==> src/rtl/wam_pkg.sv <==
// wam_pkg: shared state encoding, widths and the starting-lives clamp for hit_arbiter.
package wam_pkg;
   localparam int SCORE_W   = 6;
   localparam int LIVES_W   = 4;
   localparam int MAX_LIVES = 9;
   localparam int POS_W     = 4;
   typedef enum logic [2:0] {IDLE, WAIT_LIGHT, WINDOW, LOCKED, OVER} state_t;
   function automatic logic [LIVES_W-1:0] clamp_lives(input logic [LIVES_W-1:0] v);
      return (v == '0) ? LIVES_W'(1) : ((32'(v) > MAX_LIVES) ? LIVES_W'(MAX_LIVES) : v);
   endfunction
endpackage

==> src/rtl/wam_sat_counter.sv <==
// wam_sat_counter: loadable up/down counter that saturates at 0 and at MAX.
module wam_sat_counter #(
   parameter int W = 6,
   parameter logic [W-1:0] MAX = '1
) (
   input  logic         clk,
   input  logic         reset,
   input  logic         i_load,
   input  logic [W-1:0] i_load_val,
   input  logic         i_inc,
   input  logic         i_dec,
   output logic [W-1:0] o_cnt
);
   logic [W-1:0] r_cnt;
   always_ff @(posedge clk or posedge reset)
      if (reset) r_cnt <= '0;
      else if (i_load) r_cnt <= i_load_val;
      else if (i_inc && !i_dec && r_cnt != MAX) r_cnt <= r_cnt + 1'b1;
      else if (i_dec && !i_inc && r_cnt != '0) r_cnt <= r_cnt - 1'b1;
   assign o_cnt = r_cnt;
endmodule

==> src/rtl/hit_arbiter.sv <==
// hit_arbiter: whack-a-mole judge; scores keys against the lit position, tracks lives and rounds.
// Define WAM_TIMEOUT_MISS_EN to count a light that expires unhit as a miss.
module hit_arbiter
   import wam_pkg::*;
(
   input  logic                clk,
   input  logic                reset,
   input  logic                start,
   input  logic                run,
   input  logic                use_points,
   input  logic                use_lives,
   input  logic [SCORE_W-1:0]  max_hits,
   input  logic [LIVES_W-1:0]  lives_init,
   input  logic                light_valid,
   input  logic [POS_W-1:0]    light_pos,
   input  logic                key_valid,
   input  logic [POS_W-1:0]    key,
   output logic [SCORE_W-1:0]  score,
   output logic [LIVES_W-1:0]  lives_left,
   output logic [SCORE_W-1:0]  rounds,
   output logic                hit,
   output logic                miss,
   output logic                window_open,
   output logic                game_over
);
   state_t             r_state, w_next;
   logic [POS_W-1:0]   r_pos;
   logic               r_hit, r_miss, r_window_open, r_game_over;
   logic               w_hit, w_miss, w_score_inc, w_rounds_inc, w_lives_dec, w_latch;
   logic               w_at_limit;

   assign w_at_limit = use_points && (rounds == max_hits);

   // A key in WINDOW is judged against the old position before any same-cycle light relatches it.
   always_comb begin
      w_next       = r_state;
      w_hit        = 1'b0;
      w_miss       = 1'b0;
      w_score_inc  = 1'b0;
      w_rounds_inc = 1'b0;
      w_lives_dec  = 1'b0;
      w_latch      = 1'b0;
      if (start) w_next = IDLE;
      else begin
         case (r_state)
            IDLE: w_next = run ? WAIT_LIGHT : IDLE;
            OVER: w_next = OVER;
            default: begin
               if (!run) w_next = IDLE;
               else if (use_lives && lives_left == '0) w_next = OVER;
               else begin
                  if (r_state == WINDOW && key_valid) begin
                     w_hit       = (key == r_pos);
                     w_miss      = !w_hit;
                     w_score_inc = w_hit;
                     w_lives_dec = w_miss && use_lives;
                     w_next      = LOCKED;
                  end
`ifdef WAM_TIMEOUT_MISS_EN
                  else if (r_state == WINDOW && light_valid) begin
                     w_miss      = 1'b1;
                     w_lives_dec = use_lives;
                  end
`endif
                  if (light_valid) begin
                     w_latch      = !w_at_limit;
                     w_rounds_inc = !w_at_limit;
                     w_next       = w_at_limit ? OVER : WINDOW;
                  end
                  if (r_state == WINDOW && key_valid && w_at_limit) w_next = OVER;
               end
            end
         endcase
      end
   end

   always_ff @(posedge clk or posedge reset)
      if (reset) begin
         r_state       <= IDLE;
         r_pos         <= '0;
         r_hit         <= 1'b0;
         r_miss        <= 1'b0;
         r_window_open <= 1'b0;
         r_game_over   <= 1'b0;
      end else begin
         r_state       <= w_next;
         r_pos         <= w_latch ? light_pos : r_pos;
         r_hit         <= w_hit;
         r_miss        <= w_miss;
         r_window_open <= (w_next == WINDOW);
         r_game_over   <= (w_next == OVER);
      end

   assign hit         = r_hit;
   assign miss        = r_miss;
   assign window_open = r_window_open;
   assign game_over   = r_game_over;

   wam_sat_counter #(.W(SCORE_W)) u_score (
      .clk(clk), .reset(reset), .i_load(start), .i_load_val('0),
      .i_inc(w_score_inc), .i_dec(1'b0), .o_cnt(score)
   );

   wam_sat_counter #(.W(SCORE_W)) u_rounds (
      .clk(clk), .reset(reset), .i_load(start), .i_load_val('0),
      .i_inc(w_rounds_inc), .i_dec(1'b0), .o_cnt(rounds)
   );

   wam_sat_counter #(.W(LIVES_W), .MAX(LIVES_W'(MAX_LIVES))) u_lives (
      .clk(clk), .reset(reset), .i_load(start), .i_load_val(clamp_lives(lives_init)),
      .i_inc(1'b0), .i_dec(w_lives_dec), .o_cnt(lives_left)
   );
endmodule

==> config.mk <==
export PLATFORM = sky130hd
export DESIGN_NAME = hit_arbiter
export DESIGN_NICKNAME = d
export VERILOG_FILES = /design/src/rtl/wam_pkg.sv /design/src/rtl/wam_sat_counter.sv /design/src/rtl/hit_arbiter.sv
export SDC_FILE = /design/constraint.sdc
export NUM_CORES = 1
export LEC_CHECK = 0
export BUFFER_PORTS_ARGS = -buffer_cell sky130_fd_sc_hd__buf_4
export CAP_MARGIN = 20
export CORE_MARGIN = 2
export CORE_UTILIZATION = 38
export CTS_CLUSTER_SIZE = 12
export DETAILED_ROUTE_END_ITERATION = 7
export MAX_ROUTING_LAYER = met4
export PLACE_DENSITY = 0.72
export SLEW_MARGIN = 20
export SYNTH_ARGS = -nofsm -noshare
export SYNTH_HDL_FRONTEND = slang
export SYNTH_SLANG_ARGS = --single-unit
==> constraint.sdc <==
create_clock -name clk -period 6.5 [get_ports clk]
set_clock_uncertainty 0.1 [all_clocks]
set_input_delay 0.65 -clock clk [delete_from_list [all_inputs] [get_ports clk]]
set_output_delay 0.65 -clock clk [all_outputs]
set_load 0.05 [all_outputs]
# == Word-level counts from Yosys, hierarchy flattened ==
# Index checks and enable logic that the tools add are counted.
# totals
output_inout_bits,20
regBits,27
# op_classes
n_reduce_logical,18
n_lt_le_gt_ge,1
eq_ne,8
add_sub_neg,3
muxes,37
# ops
cell,n
6-bit two-way mux,4
1-bit two-way mux,21
3-bit two-way mux,7
4-bit two-way mux,4
6-bit by 1-bit adder with 6-bit output (second input constant),2
6-bit != test (second input constant),2
1-bit logical AND,8
4-bit zero test,2
3-bit by 2-bit == test with 1-bit output (second input constant),2
3-bit == test (second input constant),2
6-bit == test,1
3-bit one-hot mux with 2 select lines,1
2-bit nonzero test,3
4-bit == test,1
4-bit > comparator (second input constant),1
4-bit nonzero test,1
4-bit by 1-bit subtractor with 4-bit output (second input constant),1
3-bit zero test,1
1-bit zero test,2
2-bit OR reduction,1

# == Longest topological paths before layout ==
# depth
word_depth,11
ltp_mapped,8

# == Modules after synthesis ==
# From an unflattened synthesis, not the netlist that was laid out.
# hier_totals
hier_cells,213
area_unflattened_um2,2128.3
# modules_own_cells
mod,cells_per_inst,seq_area_each_um2,n_inst,area_each_um2
wam_sat_counter (u_rounds ...),52,150.1,2,530.5
hit_arbiter,66,275.3,1,686.9
wam_sat_counter (u_lives),43,100.1,1,380.4

# == Worst setup path before layout ==
# No wires, ideal clock.
# synth_timing
kind,register -> register
start,"register u_lives.r_cnt[0], in the netlist u_lives.o_cnt[0]"
end,"register u_rounds.r_cnt[1], in the netlist u_rounds.o_cnt[1]"
setup_ps,128
stages_incl_launch_ff,9
period_less_slack_ps,2518
path_slack_ps,3982
path_buffers,1
arrival_time_ps,2290
t_required_ps,6272
path_cell_list,dfrtp_1 -> inv_1 -> ha_1 -> nor4bb_1 -> nor4b_1 -> o21ai_1 -> buf_2 -> nor2_1 -> mux2_1
# synth_via
elab_chain_len,8
# synth_rtl
element,line_no,text
start: declaration,wam_sat_counter.sv:14,logic [W-1:0] r_cnt;
start signal: assignment,wam_sat_counter.sv:17,else if (i_load) r_cnt <= i_load_val;
start signal: assignment,wam_sat_counter.sv:18,else if (i_inc && !i_dec && r_cnt != MAX) r_cnt <= r_cnt + 1'b1;
start signal: assignment,wam_sat_counter.sv:19,else if (i_dec && !i_inc && r_cnt != '0) r_cnt <= r_cnt - 1'b1;
4-bit zero test,hit_arbiter.sv:50,else if (use_lives && lives_left == '0) w_next = OVER;
1-bit logical AND,hit_arbiter.sv:50,
1-bit two-way mux,hit_arbiter.sv:50,
1-bit two-way mux,hit_arbiter.sv:49,if (!run) w_next = IDLE;
1-bit two-way mux,hit_arbiter.sv:45,case (r_state)
1-bit two-way mux,hit_arbiter.sv:43,if (start) w_next = IDLE;
1-bit logical AND,wam_sat_counter.sv:18,
2-bit nonzero test (no line),-,
end signal: assignment,wam_sat_counter.sv:17,
end signal: assignment,wam_sat_counter.sv:18,
end signal: assignment,wam_sat_counter.sv:19,
end: declaration,wam_sat_counter.sv:14,
# Every way passes these cells.
# A chain may end at the register's enable or synchronous reset.

# == Final worst setup path ==
# Same ends and word-level chain as after synthesis.

==> results.md <==
* Outcome: finished, final reports clean
* Clk Latency, worst-skew pair at around 0.27 ns
* Dpl ws at about 3.9 ns
* Dpl hpwl at about 2700 um
* Fillers at roughly 380
* Number of global-route vias before repair at 1271
* Final setup TNS at 0 ns
* Initial antenna violation count at 0
* Worst path bufs/invs at 1
* Synth Warn # at 0
* Reg2reg end: u_rounds.o_cnt[1]
* Io pins at between 40 and 50
* Post-CTS Hold Fix Bufs at 0
* Crit Path Max Fanout at 11
* Max VDD drop at between 100 and 150 uV
* Htree depth at 1
* Synth area leaders: dfrtp_1, xnor2_1, mux2_1
* Fin Hold WS at about 0.33 ns
* Slew HR at between 40% and 50%
* Die W at 68.7 um
* Slew Limit Fails at 0
* Syn nets at between 150 and 200
* Highest-delay cell along the critical path: nor4bb_1
* Most common cell after layout, fill and taps aside: buf_4
* Initial Util at just under 40%
* Max incr delay on CP at 0.48 ns
* Remaining Overflow, GRT at 0
* Worst path cell trace: inv_1 > ha_1 > nor4bb_1 > nor4b_1 > o21ai_1 > nor2_1 > mux2_1
* CP Capture Type: flip-flop
* 1st-pass router iterations at 4
* Final setup viols at 0
* Number of synthesized flops with an enable pin at 0
* Post-synth ARST share at 100%
* Post-synth cell types at 43
* Share of cells above drive strength 1 at 25.2%
* Lkg Pwr at 0.927 nW
* Wire per inst at between 10 and 15 um
* Share of the synthesized area in the top cell type at between 40% and 50%
* Die area at between 4000 and 5000 um^2
* Final Total Pwr at around 360 uW
* Syn avg cell area at slightly below 10 um^2
* GRT Total Usage at 16.9%
* Fin. Hold Viols at 0
* Max Cap Viol at 0
* DRC at 0
* WL final at around 3500 um
* GPL Wtd Cong at a little under 0.9
* Register bit total from synthesis at 27
* Final WS setup at around 4.0 ns
* Area Overhead vs Synth at 27.0%
* RSZ-0062 raised after global routing: no
* First DRT Iteration DRCs at 70
* Resize count post-CTS at 0
* R2r worst-path depth at 7
* Clk buf depth at 2
* Seq/Total Area, Yosys at between 40% and 50%
* Fin crit share at between 30 and 40%
* Transition time of the tightest slew-check pin at approximately 0.76 ns
* Placed Cells at 252
* Most frequent cells in the layout: buf_4, dfrtp_1, inv_1
* Mapped cell area at between 1500 and 2000 um^2
* Req. time, crit path at approximately 6.6 ns
* Post-Syn Instances at 160
* CP delay by family, top: simple AND/OR/NAND/NOR gates
* CTS tree: done
* Worst hold path class: primary input to asynchronous set/reset pin
* Post-synth top flop: dfrtp_1
* Clk slew on worst S/H paths at around 0.090 ns
* Yosys top cell by area: dfrtp_1
* Post-route insts no fill at around 260
* PD cells at roughly 180 nW/um^2
* Post-DRT Antenna Nets at 0
* Die height at just under 70 um
* Rows at 23
* Port buffer count at between 40 and 50
* Worst Setup Start Kind: flip-flop
* Pin count of the biggest net entering global routing at 28
* Max frequency at between 0.3 and 0.4 GHz
* Crit path kind: flip-flop to flip-flop
* Worst r2r src: u_lives.o_cnt[0]
* DR vias/cell at approximately 5.3
* Core region area at roughly 4000 um^2
* Vias at ~1400
* Ant diodes at 0
* Clk sinks at 27
* Root Driver: clkbuf_8
* WP data arrival at about 2.6 ns
* Post CTS Setup Buffer Count at 0
* Period minus WS final at ~2.5 ns
* First-pass GRT wire length at just under 6000 um
* R2r setup slk at about 4 ns
* TritonCTS buffer count at 3
* Nets at approximately 240
[cell families after synthesis]
logic type	count (synthesis)	synth area share (%)
adders and majority gates	4	3.15
xor gates and xnor gates	14	7.72
muxes	9	6.06
DFF	27	42.5
buffers and inverters	15	3.86
and+or+nand+nor	54	21.3
AOI/OAI and AO/OA	37	15.4
[where the power goes]
group | switching (mW) | internal [mW]
Combinational | 0.0433 | 0.0340
Sequential | 0.0102 | 0.179
Clock | 0.0513 | 0.0439
[area by class of cell]
class / count / area, um^2 / area share, %
inverter: 12 / 45.0 / 2.23
tap: 50 / 62.6 / 3.10
sequential: 27 / 676 / 33.5
timing repair buffer: 45 / 338 / 16.7
multi-input combinational: 118 / 852 / 42.2
clock buffer: 4 / 45.0 / 2.23
[Yosys cell counts, drive strengths merged (4+ instances only)]
cell type	count
dfrtp	27
inv	12
nor2	10
o21ai	10
xnor2	9
a21oi	8
nand2	7
o31ai	6
mux2	5
nor3	5
xor2	5
ha	4
mux2i	4
nand3	4
nor2b	4
[registers in the layout (all words and copies together) (netlist names)]
name            flops
miss                1
u_score.o_cnt       6
r_pos               4
hit                 1
u_rounds.o_cnt      6
game_over           1
u_lives.o_cnt       4
r_state             3
window_open         1
[how the worst max path moves through the flow]
stage / startpoint / end / cells past startpoint
finish: u_lives.o_cnt[0] / u_rounds.o_cnt[1] / 7
global route: u_lives.o_cnt[0] / u_rounds.o_cnt[1] / 7
floorplan: u_lives.o_cnt[0] / u_rounds.o_cnt[1] / 8
detailed placement: start / u_rounds.o_cnt[1] / 6
global placement: start / u_rounds.o_cnt[1] / 6
CTS: u_lives.o_cnt[0] / u_rounds.o_cnt[1] / 7
[metal layers]
metal,vias up,wire [um],track usage [%]
met5,-,0,-
met4,0,38,5.25
met3,2,188,3.25
met2,33,1740,27.3
met1,663,1580,21.5
li1,671,-,-
[worst register-to-register path, cell delays in order, from the launching register on]
cell      delay (ns)
dfrtp_1         0.42
inv_1           0.09
ha_1            0.19
nor4bb_1        0.48
nor4b_1         0.16
o21ai_1         0.45
nor2_1          0.18
mux2_1          0.34
[through the flow]
step                      utilization (%)  cell area (um^2)
after floorplan                         -              1590
after global placement               49.3              1970
after detailed placement             49.3              1970
after CTS                            50.5              2020
after global routing                 50.5              2020
final                                50.5              2020
No activity file was read; power rests on OpenSTA's default activity.
